$ cat src/rtl/pf_rom_arbiter.sv
// pf_rom_arbiter: shares one registered-read tile ROM port among pf0, pf1 and a low-priority CPU,
// tagging each granted read so its byte returns to the requester that issued it.
module pf_rom_arbiter #(
    parameter int AW = 11,
    parameter int DW = 8,
    parameter int STARVE = 15
) (
    input  logic          clk,
    input  logic          reset,
    input  logic          req0,
    input  logic [AW-1:0] addr0,
    output logic          ack0,
    output logic          valid0,
    output logic [DW-1:0] data0,
    input  logic          req1,
    input  logic [AW-1:0] addr1,
    output logic          ack1,
    output logic          valid1,
    output logic [DW-1:0] data1,
    input  logic          cpu_req,
    input  logic [AW-1:0] cpu_addr,
    output logic          cpu_ack,
    output logic          cpu_valid,
    output logic [DW-1:0] cpu_data,
    output logic [AW-1:0] rom_a,
    input  logic [DW-1:0] rom_d
);
    typedef enum logic [1:0] {T_NONE, T_PF0, T_PF1, T_CPU} tag_t;
    tag_t          win, tag_a, tag_v;
    logic          last_pf;
    logic          starved;
    logic [7:0]    starve_cnt;
    logic [AW-1:0] win_addr;
    // last_pf = 1 means pf1 was the most recent pf grant
    always_comb begin
        starved  = cpu_req && (starve_cnt == 8'(STARVE));
        win      = starved ? T_CPU :
                   (req0 && req1) ? (last_pf ? T_PF0 : T_PF1) :
                   req0 ? T_PF0 :
                   req1 ? T_PF1 :
                   cpu_req ? T_CPU : T_NONE;
        win_addr = (win == T_PF0) ? addr0 : (win == T_PF1) ? addr1 : cpu_addr;
    end
    always_ff @(posedge clk) begin
        if (reset) begin
            tag_a      <= T_NONE;
            tag_v      <= T_NONE;
            rom_a      <= '0;
            last_pf    <= 1'b1;
            starve_cnt <= '0;
        end else begin
            tag_a <= win;
            tag_v <= tag_a;
            if (win != T_NONE) rom_a <= win_addr;
            if (win == T_PF0 || win == T_PF1) last_pf <= (win == T_PF1);
            starve_cnt <= (!cpu_req || win == T_CPU) ? 8'd0 :
                          starved ? starve_cnt : starve_cnt + 8'd1;
        end
    end
    assign ack0      = (tag_a == T_PF0);
    assign ack1      = (tag_a == T_PF1);
    assign cpu_ack   = (tag_a == T_CPU);
    assign valid0    = (tag_v == T_PF0);
    assign valid1    = (tag_v == T_PF1);
    assign cpu_valid = (tag_v == T_CPU);
    assign data0     = rom_d;
    assign data1     = rom_d;
    assign cpu_data  = rom_d;
endmodule
$ cat config.mk
export PLATFORM = sky130hd
export DESIGN_NAME = pf_rom_arbiter
export DESIGN_NICKNAME = d
export VERILOG_FILES = /design/src/rtl/pf_rom_arbiter.sv
export SDC_FILE = /design/constraint.sdc
export NUM_CORES = 1
export LEC_CHECK = 0
export CAP_MARGIN = 15
export CORE_AREA = 2 2 63 65
export DETAILED_ROUTE_END_ITERATION = 8
export DIE_AREA = 0 0 65 67
export GPL_ROUTABILITY_DRIVEN = 0
export PLACE_DENSITY = 0.89
export SLEW_MARGIN = 5
export SYNTH_ARGS = -nofsm -noshare
export SYNTH_HDL_FRONTEND = slang
export SYNTH_SLANG_ARGS = --single-unit
$ cat constraint.sdc
create_clock -name clk -period 5.1 [get_ports clk]
set_input_delay 0.765 -clock clk [delete_from_list [all_inputs] [get_ports clk]]
set_output_delay 0.765 -clock clk [all_outputs]
set_load 0.05 [all_outputs]
-- After elaboration in Yosys (flattened, before gate mapping)
Index checks and enable logic that the tools add are counted.
Widths: inputs -> output; s select.
- register bits: 24
- reductions and logical operators: 7
- equality and inequality tests: 10
- add/subtract/negate cells: 1
- multiplexer cells: 8
- operators with widths (kind ; number):
    $mux 11 ; 2
    $eq 2x2->1 const B ; 6
    $mux 2 ; 6
    $add 8x1->8 const B ; 1
    $eq 8x4->1 const B ; 1
    $eq 2x1->1 const B ; 3
    $logic_and 1x1->1 ; 2
    $logic_or 1x1->1 ; 2
    $reduce_bool 2->1 ; 1
    $reduce_or 2->1 ; 1
    $logic_not 1->1 ; 1

-- Logic depth before layout (Yosys ltp)
- word-level depth: 8
- mapped depth: 9

-- Least setup slack after synthesis
Ideal clock, no wire load.
- path type: in2reg
- start point: input port cpu_req
- end point: register rom_a[1]
- stages: 8
- data required time: 4.966 ns
- path buffers: 1
- setup slack: 2.365 ns
- arrival time: 2.602 ns
- path through: nor4b_1 -> nand3_1 -> nand2_1 -> ha_1 -> buf_1 -> mux2_2 -> mux2i_1 -> o22ai_1
- word-level cells in the longest chain between the ends: 8
- ends and longest elaborated chain (item ; line ; source):
    from (decl) ; 20 ; input logic cpu_req,
    $mux 2 ; 41 ; cpu_req ? T_CPU : T_NONE;
    $mux 2 ; 40 ; req1 ? T_PF1 :
    $mux 2 ; 39 ; req0 ? T_PF0 :
    $mux 2 ; 38 ; (req0 && req1) ? (last_pf ? T_PF0 : T_PF1) :
    $mux 2 * ; 37 ; win = starved ? T_CPU :
    net win[1] ; 29 ; tag_t win, tag_a, tag_v;
    $eq 2x2->1 ; 42 ; win_addr = (win == T_PF0) ? addr0 : (win == T_PF1) ? addr1 : cpu_addr;
    $mux 11 (2 in series) ; 42 ;
    to (signal assigned) ; 54 ; if (win != T_NONE) rom_a <= win_addr;
    to (decl) ; 25 ; output logic [AW-1:0] rom_a,
Mark *: on every way through the listed nets, which the timed path passes. The rest lies on a longest branch.
A chain may end at the register's enable or synchronous reset.

-- Worst setup path in the final report
- start point: input port cpu_req
- end point: register rom_a[4]
Same word-level chain as after synthesis.

==> results.ini <==
[routing]
drtAntennaViolNets = 0
via_per_inst = 5.06
firstDrtPassIters = 4
routed_wl_um = 3110
drc_errors = 0
wl_per_cell_um = 13.0
dr_total_vias = 1210
drt_iter0_drc = 28

[clock_network]
cts_made_buffers = 3
clk_pin_slew_ns = 0.08
ctsResizeCount = 0
postCtsHoldBufs = 0
postCtsSetupBuffers = 0
clock_latency_ns = 0.26
clockRootBuffer = clkbuf_8
cts_tree = yes
clockBufferDepth = 2
clock_sinks = 24
htreeDepth = 1

[setup_path]
critical_path_arrival_ns = 3.44
critPathCapture = rom_a[4]
path_max_fanout = 12
worstReg2RegEnd = rom_a[4]
r2r_slack_ns = 2.40
critPathRequiredTime_ns = 5.23
reg2reg_depth = 7
startpoint_type = primary input
worst_r2r_startpoint = starve_cnt[4]
worst-setup-path-type = in -> reg
critical_path.startpoint = cpu_req
cp-end-kind = flip-flop

[timing]
totalNegativeSetupSlack_ns = 0
setup_viol_count_final = 0
finalHoldViolCount = 0
fin_crit_ns = 3.32
worst_slack_ns = 1.78
slew_violations = 0
timing.fmax_ghz = 0.301
slew_headroom_pct = 53.9
tightest_slew_ns = 0.691
rsz0062_at_grt = false
skew_ns = 0.00439
min_period_over_period_pct = 65.1
fin_hold_ws_ns = 0.474

[power]
p_switching_mw = 0.162
vdd_drop_max_mv = 0.151
internal_power_mw = 0.353
p_total_mw = 0.515
powerDensity_nw_per_um2 = 272
swShare_pct = 31.4
clkPwrFrac_pct = 25.1
power_frac_comb_pct = 33.8
seqPwrFrac_pct = 41.1
power_leakage_nw = 0.686

[synthesis]
synthesis.area_um2 = 1440
ys_seq_area_share_pct = 33.4
yosys_register_bits = 24
synthTopCellsByArea = dfxtp_1 33%, buf_4 13%, mux2_2 8.6%
syn_area_per_cell_um2 = 8.82
yosysWarnings = 0
postSynthCellCount = 163
yosys.area.top_type_share_pct = 33.4
syn_nets = 214
yosysUniqueCellTypes = 31
yosys.area.top_type = dfxtp_1

[place]
dp_cells = 235
io_buffers = 54
place_hpwl_um = 2330
dpl_worst_slack_ns = 1.52

[run_status]
status = finished, final reports clean

[die]
dieWidth_um = 65
io_pins = 87
std_cell_rows = 22
core_area_um2 = 3610
initial_core_util_pct = 39.9
dieArea_um2 = 4360
die_y_um = 67

[global_route]
antenna_found_initial = 0
grt_max_degree = 20
grt_pass1_wl_um = 5070
overflow = 0
grt_pass1_vias = 1160
grt_use_total_pct = 14.9

[final_layout]
final_cell_mix = 54 x clkdlybuf4s50_1, 24 x dfxtp_1, 19 x nand2_1, 12 x mux2i_1
insertedDiodeCount = 0
fin_nets = 243
syn2layout_area_growth_pct = 31.5
drive_gt1_share_pct = 8.90
layout_commonest_cell = clkdlybuf4s50_1
final_cells = 239

[job]
drv_cap = 0

[hold_path]
hp-class = reg -> reg

how the worst min path moves through the flow:
stage | slack, ns | to | depth (start not counted) | start
2_1_floorplan | 0.46 | tag_v[0] | 1 | tag_a[0]
3_3_place_gp | 0.45 | rom_a[10] | 2 | rom_a[10]
3_5_place_dp | 0.46 | rom_a[10] | 2 | rom_a[10]
4_1_cts | 0.48 | rom_a[10] | 2 | rom_a[10]
5_1_grt | 0.49 | rom_a[1] | 2 | rom_a[1]
6_report | 0.47 | rom_a[10] | 2 | rom_a[10]
cell families (layout without fill, tap and decap cells):
kind of cell    after synthesis  in the layout  share of synthesized area, %
flops                        24             24                          33.4
fa+ha+maj                     5              5                          4.35
buf+inv                      32             60                          14.6
simple gates                 49             49                          17.9
compound gates               30             30                          12.7
mux                          23             23                          17.0
flip-flops by register name, indices dropped and copies added, names as in the netlist:
| register | cells |
|---|---|
| last_pf | 1 |
| starve_cnt | 8 |
| tag_a | 2 |
| tag_v | 2 |
| rom_a | 11 |
layer usage:
metal	wire, um	global-route usage, %
met2	1540	27.4
met4	60	6.38
met5	0	0
met3	213	3.04
met1	1300	16.5
area by class of cell:
type	instances	area [um2]
flip-flops and latches	24	480
inverters	2	7.51
well taps	48	60.1
multi-input cells	107	747
clock buffers	4	55.1
fillers	341	1720
repair buffers	54	541
power groups by stage:
stage	Combinational (mW)	Sequential [mW]	Clock, mW
3_5_place_dp	0.174	0.216	0
3_3_place_gp	0.172	0.216	0
4_1_cts	0.175	0.212	0.134
5_1_grt	0.185	0.214	0.140
2_1_floorplan	0.121	0.253	0
6_report	0.174	0.212	0.129
cells in the mapped netlist:
| master | instances |
|---|---|
| nand2_1 | 19 |
| nor2b_1 | 8 |
| o22ai_1 | 11 |
| a21oi_1 | 7 |
| mux2i_1 | 12 |
| and2_1 | 4 |
| o31a_1 | 1 |
| o31ai_1 | 1 |
| buf_1 | 3 |
| nand4_1 | 1 |
| o21a_1 | 1 |
| or3_1 | 3 |
| and3_1 | 1 |
| clkbuf_1 | 3 |
| or2_2 | 1 |
| nor2_1 | 2 |
| nor4_1 | 1 |
| or4b_4 | 1 |
| mux2_2 | 11 |
| ha_1 | 5 |
| nor3_1 | 2 |
| o21ai_0 | 4 |
| nor4b_1 | 1 |
| nor3b_1 | 1 |
| o211ai_1 | 1 |
| a31oi_1 | 3 |
| dfxtp_1 | 24 |
| buf_4 | 24 |
| nand3_1 | 4 |
| inv_1 | 2 |
| a211o_1 | 1 |
per-stage QoR:
step	area, um2	utilization (%)
finish	1890	52.4
global route	1890	52.4
CTS	1890	52.4
detailed placement	1840	50.9
global placement	1840	50.9
floorplan	1440	-
critical path, cell delays in order:
cell and delay [ns]:
clkdlybuf4s50_1 0.53, nor4b_1 0.48, nand3_1 0.34, nand2_1 0.17, ha_1 0.51, mux2_2 0.40
mux2i_1 0.13, o22ai_1 0.10
No activity file was read; power rests on OpenSTA's default activity.
